===== src/rtl/rotl_engine.sv =====
// rotl_engine: multi-cycle variable-amount rotator.
// Takes a word and amount over valid/ready, rotates at most STEP bits per
// clock, then presents the result over a second valid/ready handshake.
// Optional macro ROTL_ENGINE_BIDIR_EN adds an in_dir port (1 = rotate right).
module rotl_engine #(
  parameter int unsigned WIDTH = 32,
  parameter int unsigned STEP  = 4,
  parameter int unsigned AW    = $clog2(WIDTH)
) (
  input  logic             clk,
  input  logic             rst_n,
  input  logic             in_valid,
  output logic             in_ready,
  input  logic [WIDTH-1:0] in_data,
  input  logic [AW-1:0]    in_amt,
`ifdef ROTL_ENGINE_BIDIR_EN
  input  logic             in_dir,
`endif
  output logic             out_valid,
  input  logic             out_ready,
  output logic [WIDTH-1:0] out_data,
  output logic             busy
);

  localparam logic [AW:0] STEP_W  = (AW+1)'(STEP);
  localparam logic [AW:0] WIDTH_W = (AW+1)'(WIDTH);

  typedef enum logic [1:0] {
    IDLE = 2'd0,
    ROT  = 2'd1,
    HOLD = 2'd2
  } state_t;

  state_t           state;
  state_t           state_next;
  logic [WIDTH-1:0] work;
  logic [WIDTH-1:0] rot_next;
  logic [AW-1:0]    rem;
  logic [AW-1:0]    s;
  logic [AW:0]      sh_back;
  logic             last;
`ifdef ROTL_ENGINE_BIDIR_EN
  logic             dir;
`endif

  // Per-cycle step size, complementary shift and rotated candidate word
  always_comb begin
    s        = ({1'b0, rem} < STEP_W) ? rem : STEP_W[AW-1:0];
    sh_back  = WIDTH_W - {1'b0, s};
    last     = (rem == s);
    rot_next = (work << s) | (work >> sh_back);
`ifdef ROTL_ENGINE_BIDIR_EN
    if (dir) begin
      rot_next = (work >> s) | (work << sh_back);
    end
`endif
  end

  // State register
  always_ff @(posedge clk) begin
    if (!rst_n) begin
      state <= IDLE;
    end else begin
      state <= state_next;
    end
  end

  // Next-state logic
  always_comb begin
    state_next = state;
    case (state)
      IDLE: begin
        if (in_valid) begin
          state_next = (in_amt == '0) ? HOLD : ROT;
        end
      end
      ROT: begin
        if (last) begin
          state_next = HOLD;
        end
      end
      HOLD: begin
        if (out_ready) begin
          state_next = IDLE;
        end
      end
      default: state_next = IDLE;
    endcase
  end

  // Handshake and status outputs decoded from state
  always_comb begin
    in_ready  = 1'b0;
    out_valid = 1'b0;
    busy      = 1'b0;
    case (state)
      IDLE:    in_ready  = 1'b1;
      ROT:     busy      = 1'b1;
      HOLD: begin
        out_valid = 1'b1;
        busy      = 1'b1;
      end
      default: in_ready  = 1'b0;
    endcase
  end

  // Datapath: capture request, step the rotation, publish the final word
  always_ff @(posedge clk) begin
    if (!rst_n) begin
      work     <= '0;
      rem      <= '0;
      out_data <= '0;
`ifdef ROTL_ENGINE_BIDIR_EN
      dir      <= 1'b0;
`endif
    end else begin
      case (state)
        IDLE: begin
          if (in_valid) begin
            work <= in_data;
            rem  <= in_amt;
`ifdef ROTL_ENGINE_BIDIR_EN
            dir  <= in_dir;
`endif
            if (in_amt == '0) begin
              out_data <= in_data;
            end
          end
        end
        ROT: begin
          work <= rot_next;
          rem  <= rem - s;
          if (last) begin
            out_data <= rot_next;
          end
        end
        default: begin
          work <= work;
        end
      endcase
    end
  end

endmodule


===== config.mk =====
export PLATFORM = sky130hd
export DESIGN_NAME = rotl_engine
export DESIGN_NICKNAME = d
export VERILOG_FILES = /design/src/rtl/rotl_engine.sv
export SDC_FILE = /design/constraint.sdc
export NUM_CORES = 1
export LEC_CHECK = 0
export BUFFER_PORTS_ARGS = -buffer_cell sky130_fd_sc_hd__buf_2
export CORE_MARGIN = 2
export CORE_UTILIZATION = 25
export DETAILED_ROUTE_END_ITERATION = 16
export PLACE_DENSITY = 0.53
export REMOVE_ABC_BUFFERS = 1
export SETUP_SLACK_MARGIN = 0.3
export SYNTH_ARGS = -nofsm -noshare
export SYNTH_HDL_FRONTEND = slang
export SYNTH_SLANG_ARGS = --single-unit

===== constraint.sdc =====
create_clock -name clk -period 3.7 [get_ports clk]
set_clock_uncertainty 0.05 [all_clocks]
set_input_delay 0.185 -clock clk [delete_from_list [all_inputs] [get_ports clk]]
set_output_delay 0.185 -clock clk [all_outputs]
set_load 0.05 [all_outputs]

==> results.py <==
metrics = {
    "flow_run": {
        "drv.max_cap_violation_count": 0,
    },
    "timing": {
        "min_period_over_period_pct": 86.3,
        "rsz0062_at_grt": "yes",
        "layout_min_cycle_time_ps": 3190,
        "worst_slew_margin_rel_pct": 42.6,
        "setup_violating_endpoint_count_in_the_final_report": 0,
        "fmax_mhz": 313,
        "timing_worst_slew_pin_value_ps": 860,
        "final_hold_viol_count": 0,
        "timing.setup.tns_ps": 0,
        "report.final.slew_viol_count": 0,
    },
    "setup_path": {
        "nature_of_the_critical_path_endpoint": "register",
        "timing.reg2reg.setup_slack_ps": 510,
        "worst_r2r_startpoint": "rem[2]",
        "number_of_cells_traversed_by_the_worst_register_to_register_path": 11,
        "reg2reg_to": "work[22]",
        "cells_along_the_critical_path": "nor3_2, and2_0, buf_4, inv_1, ha_1, or4b_1, or2_1, nor3_1, o22a_1, nand2_1, a21boi_0",
        "path_buf_inv": 2,
        "worst_setup_path_startpoint": "rem[2]",
        "timing.setup.critical_path_class": "register to register",
        "path_max_fanout": 11,
        "depth_of_the_critical_timing_path_with_buffers_and_inverters_included": 11,
        "worstPathRequired_ps": 3930,
        "critical_path.slowest_cell": "or4b_1",
        "endpoint": "work[22]",
        "worst_path_largest_cell_delay_ps": 630,
        "timing.critical_path.arrival_ps": 3420,
        "crit_family": "simple AND/OR/NAND/NOR gates",
        "worstSetupStartpointType": "register",
    },
    "placed_design": {
        "gp_congestion": 0.822,
        "detailedPlacementHpwl_um": 11800,
        "placed_cells": 923,
        "buffer_ports.inserted": 75,
    },
    "synth": {
        "async_reset_ff_share_pct": 0,
        "post_synth.cell_area_avg_um2": 8.40,
        "synthMuxAreaShare_pct": 21.3,
        "synth-compound-area-share_pct": 24.8,
        "yosys.area_share.simple_pct": 18.3,
        "synth-edff-count": 0,
        "yosys.cell_count.top_type": "nand2_1",
        "yosys_most_used_dff": "dfxtp_1",
        "synthesized_instance_count": 621,
        "dominant_combinational_cell_family_by_area_after_synthesis": "compound AO/OA/AOI/OAI gates",
        "post_synth_xor_area_fraction_pct": 0.312,
        "yosysSeqAreaShare_pct": 27.2,
        "post-synth-top-area-cell": "dfxtp_1",
        "commonest_cells_in_the_netlist": "nand2_1 (109), dfxtp_1 (71), clkbuf_1 (44)",
        "synth_top_area_share_pct": 27.2,
        "ys_ff_latch": 71,
        "post_synth_fa_ha_maj_area_fraction_pct": 1.20,
        "synth_top_cells_by_area": "dfxtp_1 (27%), mux4_2 (13%), nand2_1 (7.8%), mux2i_1 (6.5%), a21boi_0 (4.2%)",
        "post_synth_instance_area_um2": 5220,
        "synth.yosys.warnings": 0,
        "synth.distinct_cells": 68,
    },
    "global_routing": {
        "grt_max_degree": 50,
        "groute.usage.overall_pct": 15.9,
        "antenna_found_initial": 0,
        "first_global_vias": 4720,
        "grt_pass1_wl_um": 27600,
        "total_gr_overflow": 0,
    },
    "detailed_routing": {
        "post_drt_wl_per_cell_um": 18.4,
        "drc": 0,
        "routed-via-count": 5037,
        "route.detailed.vias_per_inst": 5.38,
        "postRouteWirelength_um": 17200,
        "detail_route.iter0.violations": 393,
        "drt_pre_antenna_iters": 5,
        "final_antenna_net_count": 0,
    },
    "layout": {
        "finish.net_count": 710,
        "synthToLayoutAreaGrowth_pct": 16.2,
        "diodes": 0,
        "final_cell_count_no_fill": 937,
        "layout-drive-gt1-share_pct": 23.1,
        "post-route-util_pct": 29.8,
    },
    "floorplan": {
        "initial_core_util_pct": 25.6,
        "design.die.area_um2": 22000,
        "boundaryPins": 76,
        "die_width_um": 148,
        "number_of_cell_rows": 52,
        "core_area_um2": 20400,
        "dieHeight_um": 148,
    },
    "power": {
        "pwr_density_cell_nw_per_um2": 970,
        "vdd_ir_drop_max_mv": 0.417,
        "power.leakage_nw": 2.30,
    },
    "status": {
        "outcome": "finished, final reports clean",
    },
    "clocking": {
        "cts_tree": "yes",
        "post_cts_hold_buffer_count": 0,
        "cts.path.max_buffers": 2,
        "ctsRootBufferMaster": "clkbuf_16",
        "clock_sink_count": 71,
        "numCtsBuffers": 9,
        "worstSkewPairLatency_ps": 350,
        "cts.clk_slew.worst_paths_ps": 60,
        "clock_tree.htree_level_count": 3,
    },
    "min_path": {
        "hold_class": "input pin to register",
        "hold_critical_path_depth": 3,
    },
}
through the flow:
step | cell area [um^2] | setup WS, ps | hold slack, ps | power, mW
final | 6070 | 506 | 101 | 5.88
after global routing | 6070 | 295 | 108 | 6.31
after CTS | 6060 | 451 | 97.0 | 5.87
after detailed placement | 5800 | 453 | 391 | 5.03
after global placement | 5800 | 500 | 392 | 5.02
after floorplan | 4900 | -2140 | 257 | 3.90
worst min-delay path, cell delays in order:
cell	delay (ps)
buf_2	90
o211ai_1	80
a21boi_1	110
registers in the layout (all words and copies together) (netlist names):
name      flops
work         32
out_data     32
rem           5
state         2
repair_timing:
action / in CTS / in global routing
endpoints found under the setup margin: 0 / 12
gates resized for setup: 0 / 1
endpoints found under the hold margin: 0 / 0
buffers inserted: 0 / 0
layout by cell type, fill, tap and decap left out, types with 20 or more instances in the layout:
master / netlist / final
nand3_1: 20 / 20
buf_4: 1 / 21
mux4_2: 29 / 29
mux2i_1: 34 / 34
nor2_1: 38 / 38
a21boi_0: 29 / 28
dfxtp_1: 71 / 71
nand2_1: 109 / 109
a21oi_1: 36 / 36
buf_2: 11 / 75
kinds of logic after synthesis:
logic type,after synthesis
buf+inv,74
flops,71
other cells,1
compound gates,187
mux,71
fa+ha+maj,5
xor+xnor,1
simple gates,211
report_power, final:
part,total [mW],switching [mW],internal (mW)
combinational,3.70,2.40,1.30
sequential,1.37,0.351,1.02
clock,0.815,0.332,0.482
final cells by class:
class                      count  area (um^2)
tap                          270          338
timing repair buffer          96          533
clock buffer                  13          260
sequential                    71         1420
multi-input combinational    476         3470
clock inverter                 1         5.00
fill                        2219        14300
inverter                      10         37.5
how the worst min path moves through the flow:
stage | start | endpoint | slack (ps)
2_1_floorplan | rst_n | out_data[20] | 260
3_3_place_gp | out_data[21] | out_data[21] | 390
3_5_place_dp | out_data[6] | out_data[6] | 390
4_1_cts | in_amt[0] | rem[0] | 100
5_1_grt | in_data[7] | out_data[7] | 110
6_report | in_data[7] | out_data[7] | 100
per-layer routing:
| metal | GRT usage (%) | vias up | wire length (um) |
|---|---|---|---|
| li1 | - | 2388 | - |
| met1 | 22.8 | 2477 | 8180 |
| met2 | 24.2 | 158 | 7740 |
| met3 | 3.62 | 14 | 1100 |
| met4 | 3.62 | 0 | 204 |
| met5 | 0 | - | 0 |
No activity file was read; power rests on OpenSTA's default activity.
